### src/rtl/mdu_if.sv
// Handshake bundle between the E stage and the multiply/divide unit.
// The pipeline drives the operands and opcode; the unit returns busy, read data and div_zero.
interface mdu_if #(
  parameter int WIDTH = 32
) ();
  logic [WIDTH-1:0] rs;
  logic [WIDTH-1:0] rt;
  logic [3:0]       op;
  logic             req;
  logic             busy_o;
  logic [WIDTH-1:0] out;
  logic             div_zero;

  modport master (
    output rs, rt, op, req,
    input  busy_o, out, div_zero
  );

  modport slave (
    input  rs, rt, op, req,
    output busy_o, out, div_zero
  );
endinterface

### src/rtl/mdu_iter.sv
// Multiply/divide unit owning HI/LO: fixed-latency multiply with
// multiply-accumulate, and a radix-2 restoring divider.
module mdu_iter #(
  parameter int WIDTH   = 32,
  parameter int MUL_LAT = 5
) (
  input logic  clk,
  input logic  reset,
  mdu_if.slave bus
);
  localparam int MAXC = (WIDTH > MUL_LAT) ? WIDTH : MUL_LAT;
  localparam int CW   = $clog2(MAXC + 1);
  localparam logic [CW-1:0] MUL_END = CW'(MUL_LAT - 1);
  localparam logic [CW-1:0] DIV_END = CW'(WIDTH);

  typedef enum logic [1:0] {
    S_IDLE,
    S_MUL,
    S_DIV
  } state_t;

  state_t r_state;
  state_t w_state_nx;

  logic [WIDTH-1:0]   r_hi;
  logic [WIDTH-1:0]   r_lo;
  logic [2*WIDTH-1:0] r_acc;
  logic [CW-1:0]      r_cnt;
  logic [WIDTH-1:0]   r_quo;
  logic [WIDTH-1:0]   r_rem;
  logic [WIDTH-1:0]   r_dvs;
  logic               r_negq;
  logic               r_negr;
  logic               r_dz;

  logic w_issue;
  logic w_is_mul;
  logic w_is_div;
  logic w_sgn_mul;
  logic w_acc;
  logic w_sub;
  logic w_sgn_div;
  logic w_rt_zero;
  logic w_start_mul;
  logic w_start_div;
  logic w_dz;
  logic w_mul_done;
  logic w_div_done;

  logic [2*WIDTH-1:0] w_a;
  logic [2*WIDTH-1:0] w_b;
  logic [2*WIDTH-1:0] w_prod;
  logic [2*WIDTH-1:0] w_hilo;
  logic [2*WIDTH-1:0] w_mres;
  logic [WIDTH-1:0]   w_abs_rs;
  logic [WIDTH-1:0]   w_abs_rt;
  logic [WIDTH:0]     w_rem_sh;
  logic [WIDTH:0]     w_diff;
  logic               w_ge;

  assign w_issue   = (r_state == S_IDLE) & ~bus.req;
  assign w_is_mul  = bus.op inside {4'd1, 4'd2, 4'd9,
                                    4'd10, 4'd11, 4'd12};
  assign w_is_div  = bus.op inside {4'd3, 4'd4};
  assign w_sgn_mul = bus.op inside {4'd1, 4'd9, 4'd11};
  assign w_acc     = bus.op inside {4'd9, 4'd10,
                                    4'd11, 4'd12};
  assign w_sub     = bus.op inside {4'd11, 4'd12};
  assign w_sgn_div = bus.op == 4'd3;
  assign w_rt_zero = bus.rt == '0;

  assign w_start_mul = w_issue & w_is_mul;
  assign w_start_div = w_issue & w_is_div & ~w_rt_zero;
  assign w_dz        = w_issue & w_is_div & w_rt_zero;
  assign w_mul_done  = (r_state == S_MUL) & (r_cnt == MUL_END);
  assign w_div_done  = (r_state == S_DIV) & (r_cnt == DIV_END);

  // Extending to 2*WIDTH makes one multiplier serve both signednesses.
  assign w_a = w_sgn_mul ? {{WIDTH{bus.rs[WIDTH-1]}}, bus.rs}
                         : {{WIDTH{1'b0}}, bus.rs};
  assign w_b = w_sgn_mul ? {{WIDTH{bus.rt[WIDTH-1]}}, bus.rt}
                         : {{WIDTH{1'b0}}, bus.rt};
  assign w_prod = w_a * w_b;
  assign w_hilo = {r_hi, r_lo};
  assign w_mres = !w_acc ? w_prod
                : w_sub  ? w_hilo - w_prod
                         : w_hilo + w_prod;

  assign w_abs_rs = (w_sgn_div & bus.rs[WIDTH-1]) ? -bus.rs
                                                  : bus.rs;
  assign w_abs_rt = (w_sgn_div & bus.rt[WIDTH-1]) ? -bus.rt
                                                  : bus.rt;

  // r_quo shifts dividend bits out the top and quotient bits in.
  assign w_rem_sh = {r_rem, r_quo[WIDTH-1]};
  assign w_diff   = w_rem_sh - {1'b0, r_dvs};
  assign w_ge     = ~w_diff[WIDTH];

  always_ff @(posedge clk or negedge reset) begin
    if (!reset) r_state <= S_IDLE;
    else        r_state <= w_state_nx;
  end

  always_comb begin
    w_state_nx = r_state;
    unique case (r_state)
      S_IDLE: begin
        unique case (1'b1)
          w_start_mul: w_state_nx = S_MUL;
          w_start_div: w_state_nx = S_DIV;
          default:     w_state_nx = S_IDLE;
        endcase
      end
      S_MUL:   if (w_mul_done) w_state_nx = S_IDLE;
      S_DIV:   if (w_div_done) w_state_nx = S_IDLE;
      default: w_state_nx = S_IDLE;
    endcase
  end

  always_ff @(posedge clk or negedge reset) begin
    if (!reset) begin
      r_hi   <= '0;
      r_lo   <= '0;
      r_acc  <= '0;
      r_cnt  <= '0;
      r_quo  <= '0;
      r_rem  <= '0;
      r_dvs  <= '0;
      r_negq <= 1'b0;
      r_negr <= 1'b0;
      r_dz   <= 1'b0;
    end else begin
      r_dz <= w_dz;
      if (r_state == S_IDLE) begin
        if (w_issue && bus.op == 4'd7) r_hi <= bus.rs;
        if (w_issue && bus.op == 4'd8) r_lo <= bus.rs;
        if (w_start_mul) begin
          r_acc <= w_mres;
          r_cnt <= '0;
        end
        if (w_start_div) begin
          r_quo  <= w_abs_rs;
          r_dvs  <= w_abs_rt;
          r_rem  <= '0;
          r_negq <= w_sgn_div & (bus.rs[WIDTH-1] ^ bus.rt[WIDTH-1]);
          r_negr <= w_sgn_div & bus.rs[WIDTH-1];
          r_cnt  <= '0;
        end
      end else if (r_state == S_MUL) begin
        if (w_mul_done) begin
          {r_hi, r_lo} <= r_acc;
          r_cnt        <= '0;
        end else begin
          r_cnt <= r_cnt + CW'(1);
        end
      end else if (r_state == S_DIV) begin
        if (w_div_done) begin
          r_lo  <= r_negq ? -r_quo : r_quo;
          r_hi  <= r_negr ? -r_rem : r_rem;
          r_cnt <= '0;
        end else begin
          r_rem <= w_ge ? w_diff[WIDTH-1:0]
                        : w_rem_sh[WIDTH-1:0];
          r_quo <= {r_quo[WIDTH-2:0], w_ge};
          r_cnt <= r_cnt + CW'(1);
        end
      end
    end
  end

  assign bus.busy_o   = (r_state != S_IDLE)
                      | (~bus.req & (w_is_mul | w_is_div));
  assign bus.out      = (bus.op == 4'd5) ? r_hi
                      : (bus.op == 4'd6) ? r_lo
                                         : '0;
  assign bus.div_zero = r_dz;
endmodule
### src/flat_wrapper.sv
// flat-port wrapper written by rule: the top's interface ports become plain ports
module mdu_iter_flat 
#(
  parameter int WIDTH   = 32,
  parameter int MUL_LAT = 5
)
  (clk, reset, bus_rs, bus_rt, bus_op, bus_req, bus_busy_o, bus_out, bus_div_zero);
  mdu_if #(.WIDTH(WIDTH)) bus_i ();
  input logic clk;
  input logic reset;
  input wire logic [$bits(bus_i.rs)-1:0] bus_rs;
  input wire logic [$bits(bus_i.rt)-1:0] bus_rt;
  input wire logic [$bits(bus_i.op)-1:0] bus_op;
  input wire logic [$bits(bus_i.req)-1:0] bus_req;
  output wire logic [$bits(bus_i.busy_o)-1:0] bus_busy_o;
  output wire logic [$bits(bus_i.out)-1:0] bus_out;
  output wire logic [$bits(bus_i.div_zero)-1:0] bus_div_zero;
  assign bus_i.rs = bus_rs;
  assign bus_i.rt = bus_rt;
  assign bus_i.op = bus_op;
  assign bus_i.req = bus_req;
  assign bus_busy_o = bus_i.busy_o;
  assign bus_out = bus_i.out;
  assign bus_div_zero = bus_i.div_zero;
  mdu_iter #(.WIDTH(WIDTH), .MUL_LAT(MUL_LAT)) u_core (.clk(clk), .reset(reset), .bus(bus_i));
endmodule
### config.mk
export PLATFORM = sky130hd
export DESIGN_NAME = mdu_iter_flat
export DESIGN_NICKNAME = d
export VERILOG_FILES = /design/src/rtl/mdu_if.sv /design/src/rtl/mdu_iter.sv /design/src/flat_wrapper.sv
export SDC_FILE = /design/constraint.sdc
export NUM_CORES = 2
export LEC_CHECK = 0
export BUFFER_PORTS_ARGS = -buffer_cell sky130_fd_sc_hd__buf_2
export CAP_MARGIN = 40
export CORE_UTILIZATION = 55
export CTS_CLUSTER_DIAMETER = 30
export CTS_CLUSTER_SIZE = 40
export DETAILED_ROUTE_END_ITERATION = 6
export HOLD_SLACK_MARGIN = 0.15
export PLACE_DENSITY = 0.8
export RECOVER_POWER = 25
export REMOVE_ABC_BUFFERS = 1
export SLEW_MARGIN = 20
export SYNTH_ARGS = -nofsm -noshare
export SYNTH_HDL_FRONTEND = slang
export SYNTH_SLANG_ARGS = --single-unit
### constraint.sdc
create_clock -name clk -period 5.4 [get_ports clk]
set_clock_uncertainty 0.1 [all_clocks]
set_input_delay 1.08 -clock clk [delete_from_list [all_inputs] [get_ports clk]]
set_output_delay 1.08 -clock clk [all_outputs]
set_load 0.01 [all_outputs]
==> run summary <==
FLOORPLAN
-------------------------------------------------------------------------------------
Die Span Y                                                                     355 um
Starting utilization of the core area                                           0.554
Number of placement rows                                                          129
Die footprint                                                            126000 sq um
Die X                                                                          355 um
Number of placed I/O pins                                                         105
Std-Cell Core Area                                                       123000 sq um

CTS
-------------------------------------------------------------------------------------
Clock Latency Late Sink                                                        600 ps
Root cell of the clock tree                                              sky130_fd_sc_hd__clkbuf_16
Clock slew at reported path FFs                                                 50 ps
Bufs on Longest Clock Path                                                          3
Total of hold buffers inserted after clock tree synthesis                           0
Clock sinks                                                                       235
TritonCTS buffer count                                                             69
CTS H-Tree Depth                                                                    3
CTS tree                                                                          yes

WORST SETUP PATH
-------------------------------------------------------------------------------------
Startpoint type of the worst setup path                                     input pin
Crit Path Category                                                       input pin to register
Arrival time at the worst endpoint                                           12390 ps
Crit path top cell by count                                              sky130_fd_sc_hd__fa_1
Cell at the slowest stage of the critical path                           sky130_fd_sc_hd__fa_2
Kind of capture point of the worst setup path                                register
Data required time at the worst endpoint                                      5750 ps
Critical path fanouts, max                                                          7
Largest stage delay on the critical path                                       660 ps

LOGIC SYNTHESIS
-------------------------------------------------------------------------------------
Number of enable-type register cells in the synthesized netlist                     0
Number of storage elements in the synthesis netlist                               235
Flip-flop cell with the highest count after synthesis                    sky130_fd_sc_hd__dfrtp_1
Combined area of all synthesized cells                                    68400 sq um
Post-synthesis async set-or-reset flop share                                     1.00
Portion of the post-synthesis area used by sequential elements                 0.0859
Top cell type's share of synthesized area                                       0.417
Yosys cell types                                                                   94
Leading area contributor after synthesis                                 sky130_fd_sc_hd__fa_1
Mean post-synth cell area                                                  8.58 sq um
Number of instances in the synthesized netlist                                   7971
Cell types occupying the most area after synthesis                       sky130_fd_sc_hd__fa_1, sky130_fd_sc_hd__inv_1, sky130_fd_sc_hd__dfrtp_1, sky130_fd_sc_hd__ha_1, sky130_fd_sc_hd__nand2_1
Yosys warning total                                                                 0

ROUTING
-------------------------------------------------------------------------------------
Vias post-DR                                                                    61038
Post-route ant nets                                                                 0
Ratio of routed vias to standard cells                                           5.72
DR DRC count                                                                        2
Routed wire length                                                          240000 um
WL per Instance                                                               22.5 um
Detailed Routing Iterations Pass 1                                                  7
Count of routing violations after the opening detailed-route iteration           5180

STA
-------------------------------------------------------------------------------------
Number of max-slew violations in the final report                                 188
# setup viols final                                                                58
Setup TNS after final layout                                               -289980 ps
Final clock period utilization by the worst path                                 2.23
Number of failing hold endpoints at the final stage                                 0
Tightest Pin Transition                                                       2310 ps
Unrepaired setup endpoints after global routing                                   yes
Highest Clock Rate                                                           83.0 MHz
Minimum clock period                                                         12050 ps
Relative max-transition margin                                                 -0.537
Setup WS post-layout                                                         -6650 ps

GLOBAL ROUTING
-------------------------------------------------------------------------------------
Antenna violations before repair                                                    8
Global-route wire length before repair                                      368000 um
Via count of the first global-routing pass                                      66045
GRT Overall Usage                                                               0.382
Largest net degree at the start of global routing                                 102
Met2 usage in global routing                                                    0.646
Met3 usage                                                                     0.0647
GRT overflow                                                                        0
GR met1 Demand/Resource                                                         0.449
Grt peak-use layer                                                               met2

PLACE
-------------------------------------------------------------------------------------
Placer congestion estimate                                                      0.999
Half-perimeter wire length after detailed placement                         196000 um
Port Buf Inserts                                                                  104

RUN STATUS
-------------------------------------------------------------------------------------
Result of the run                                                        finished with violations
Violations in the final reports                                          design-rule violations, max-capacitance violations, max-slew violations, negative setup slack

WORST HOLD PATH
-------------------------------------------------------------------------------------
Kind of path behind the tightest hold check                              register to register

FINAL LAYOUT
-------------------------------------------------------------------------------------
Ratio of cells with drive above 1 in the final layout                           0.219
Layout filler cell count                                                         9255
Area delta synth->final                                                         24.7%
Final layout net count                                                          10883

FLOW RUN
-------------------------------------------------------------------------------------
Total of max-cap violations                                                         2

final cells by class:
type,instances,area [sq um],share of cell area
Clock buffer,92,1970,0.0231
Antenna cell,5,12.5,0.000147
Clock inverter,33,484,0.00568
Tap cell,1637,2050,0.0240
Sequential cell,235,5880,0.0689
Inverter,1663,6250,0.0732
Multi-Input combinational cell,5641,57200,0.670
Timing Repair Buffer,1367,11500,0.135
what timing repair did:
| action | 4_1_cts | 5_1_grt |
|---|---|---|
| buffers inserted | 96 | 74 |
| pin swaps | 147 | 282 |
| cloned | 1 | 3 |
| setup endpoints to repair | 59 | 74 |
| gates resized for setup | 489 | 388 |
cell usage in the layout (no fill, tap or decap), drive strengths merged, types with 57 or more instances in the layout:
| cell | count |
|---|---|
| clkbuf | 100 |
| nor3 | 59 |
| ha | 409 |
| nand2 | 1048 |
| a21o | 76 |
| nand3 | 60 |
| fa | 1426 |
| and2 | 347 |
| dfrtp | 235 |
| a21oi | 469 |
| o21ai | 277 |
| buf | 1359 |
| and3 | 57 |
| xnor2 | 193 |
| nor2 | 460 |
| inv | 1668 |
| xor2 | 170 |
registers in the layout, summed over array words and instances, names as in the netlist:
register	count
u_core.r_negq	1
u_core.r_lo	32
u_core.r_negr	1
u_core.r_dvs	32
u_core.r_hi	32
u_core.r_rem	32
u_core.r_cnt	6
u_core.r_state	2
u_core.r_acc	64
u_core.r_quo	32
u_core.bus.div_zero	1
metrics by stage:
stage / area (sq um) / hold WS (ps) / setup slack [ps] / util / instances
after global routing: 85300 / 395 / -6950 / 0.691 / 10671
after CTS: 83300 / 380 / -6640 / 0.674 / 10599
final: 85300 / 382 / -6650 / 0.691 / 10673
after detailed placement: 78200 / 370 / -7900 / 0.634 / 10404
after global placement: 78200 / 363 / -7820 / 0.633 / 10401
after floorplan: 66800 / 350 / -8020 / - / 7539
cell usage after synthesis, drive strengths merged, types with 14 or more instances:
| library cell | instances |
|---|---|
| clkbuf | 328 |
| mux2i | 41 |
| o21ai | 277 |
| a211oi | 24 |
| a31oi | 41 |
| fa | 1426 |
| or2 | 14 |
| a21o | 76 |
| ha | 409 |
| o21a | 32 |
| nor4 | 21 |
| nand4 | 23 |
| nand3 | 60 |
| xnor2 | 193 |
| a22o | 34 |
| or3 | 29 |
| nor2b | 28 |
| nand2b | 28 |
| a21oi | 469 |
| o31ai | 48 |
| inv | 1662 |
| and3 | 57 |
| and2 | 347 |
| or4 | 19 |
| o21bai | 26 |
| xor2 | 170 |
| o41ai | 20 |
| buf | 104 |
| nor3 | 59 |
| dfrtp | 235 |
| nand2 | 1048 |
| nor2 | 460 |
routing by layer:
layer / part of all wire / up-vias / wire length (um)
met2: 0.48 / 3105 / 115000
met5: 0 / - / 0
met4: 0.082 / 0 / 19600
met3: 0.081 / 974 / 19300
li1: - / 26375 / -
met1: 0.36 / 30584 / 85900
path summary, 6_finish.rpt:
check / startpoint / endpoint / slack, ps / depth (start not counted)
worst min register to register: u_core.r_acc[6] / u_core.r_acc[6] / 380 / 2
worst min-delay path: u_core.r_acc[6] / u_core.r_acc[6] / 380 / 2
worst max-delay path: bus_op[3] / u_core.r_acc[61] / -6650 / 51
min in group asynchronous: reset / u_core.r_dvs[9] / 1090 / 1
worst max register to register: u_core.r_quo[31] / u_core.r_rem[2] / 210 / 22
max in group asynchronous: reset / u_core.r_acc[63] / 1360 / 2
critical path: cells and delay by family:
family	cells	cell delay, ps
AND/OR/NAND/NOR	11	1230
XOR/XNOR	2	250
buffers and inverters	15	1550
AO/OA/AOI/OAI	10	1960
multiplexers	1	260
adder cells (fa/ha/maj)	12	6020
logic make-up (layout without fill, tap and decap cells):
kind of cell,Yosys count,in the layout,share of synthesized area
mux,46,46,0.00682
flops,235,235,0.0859
other cells,0,5,0
fa+ha+maj,1839,1839,0.493
simple gates,2231,2231,0.149
compound gates,1161,1161,0.103
buf+inv,2095,3155,0.116
xor+xnor,364,364,0.0469
Power is not shown: default switching activity piles up to over one toggle a cycle in this logic, so the estimate is an artifact.
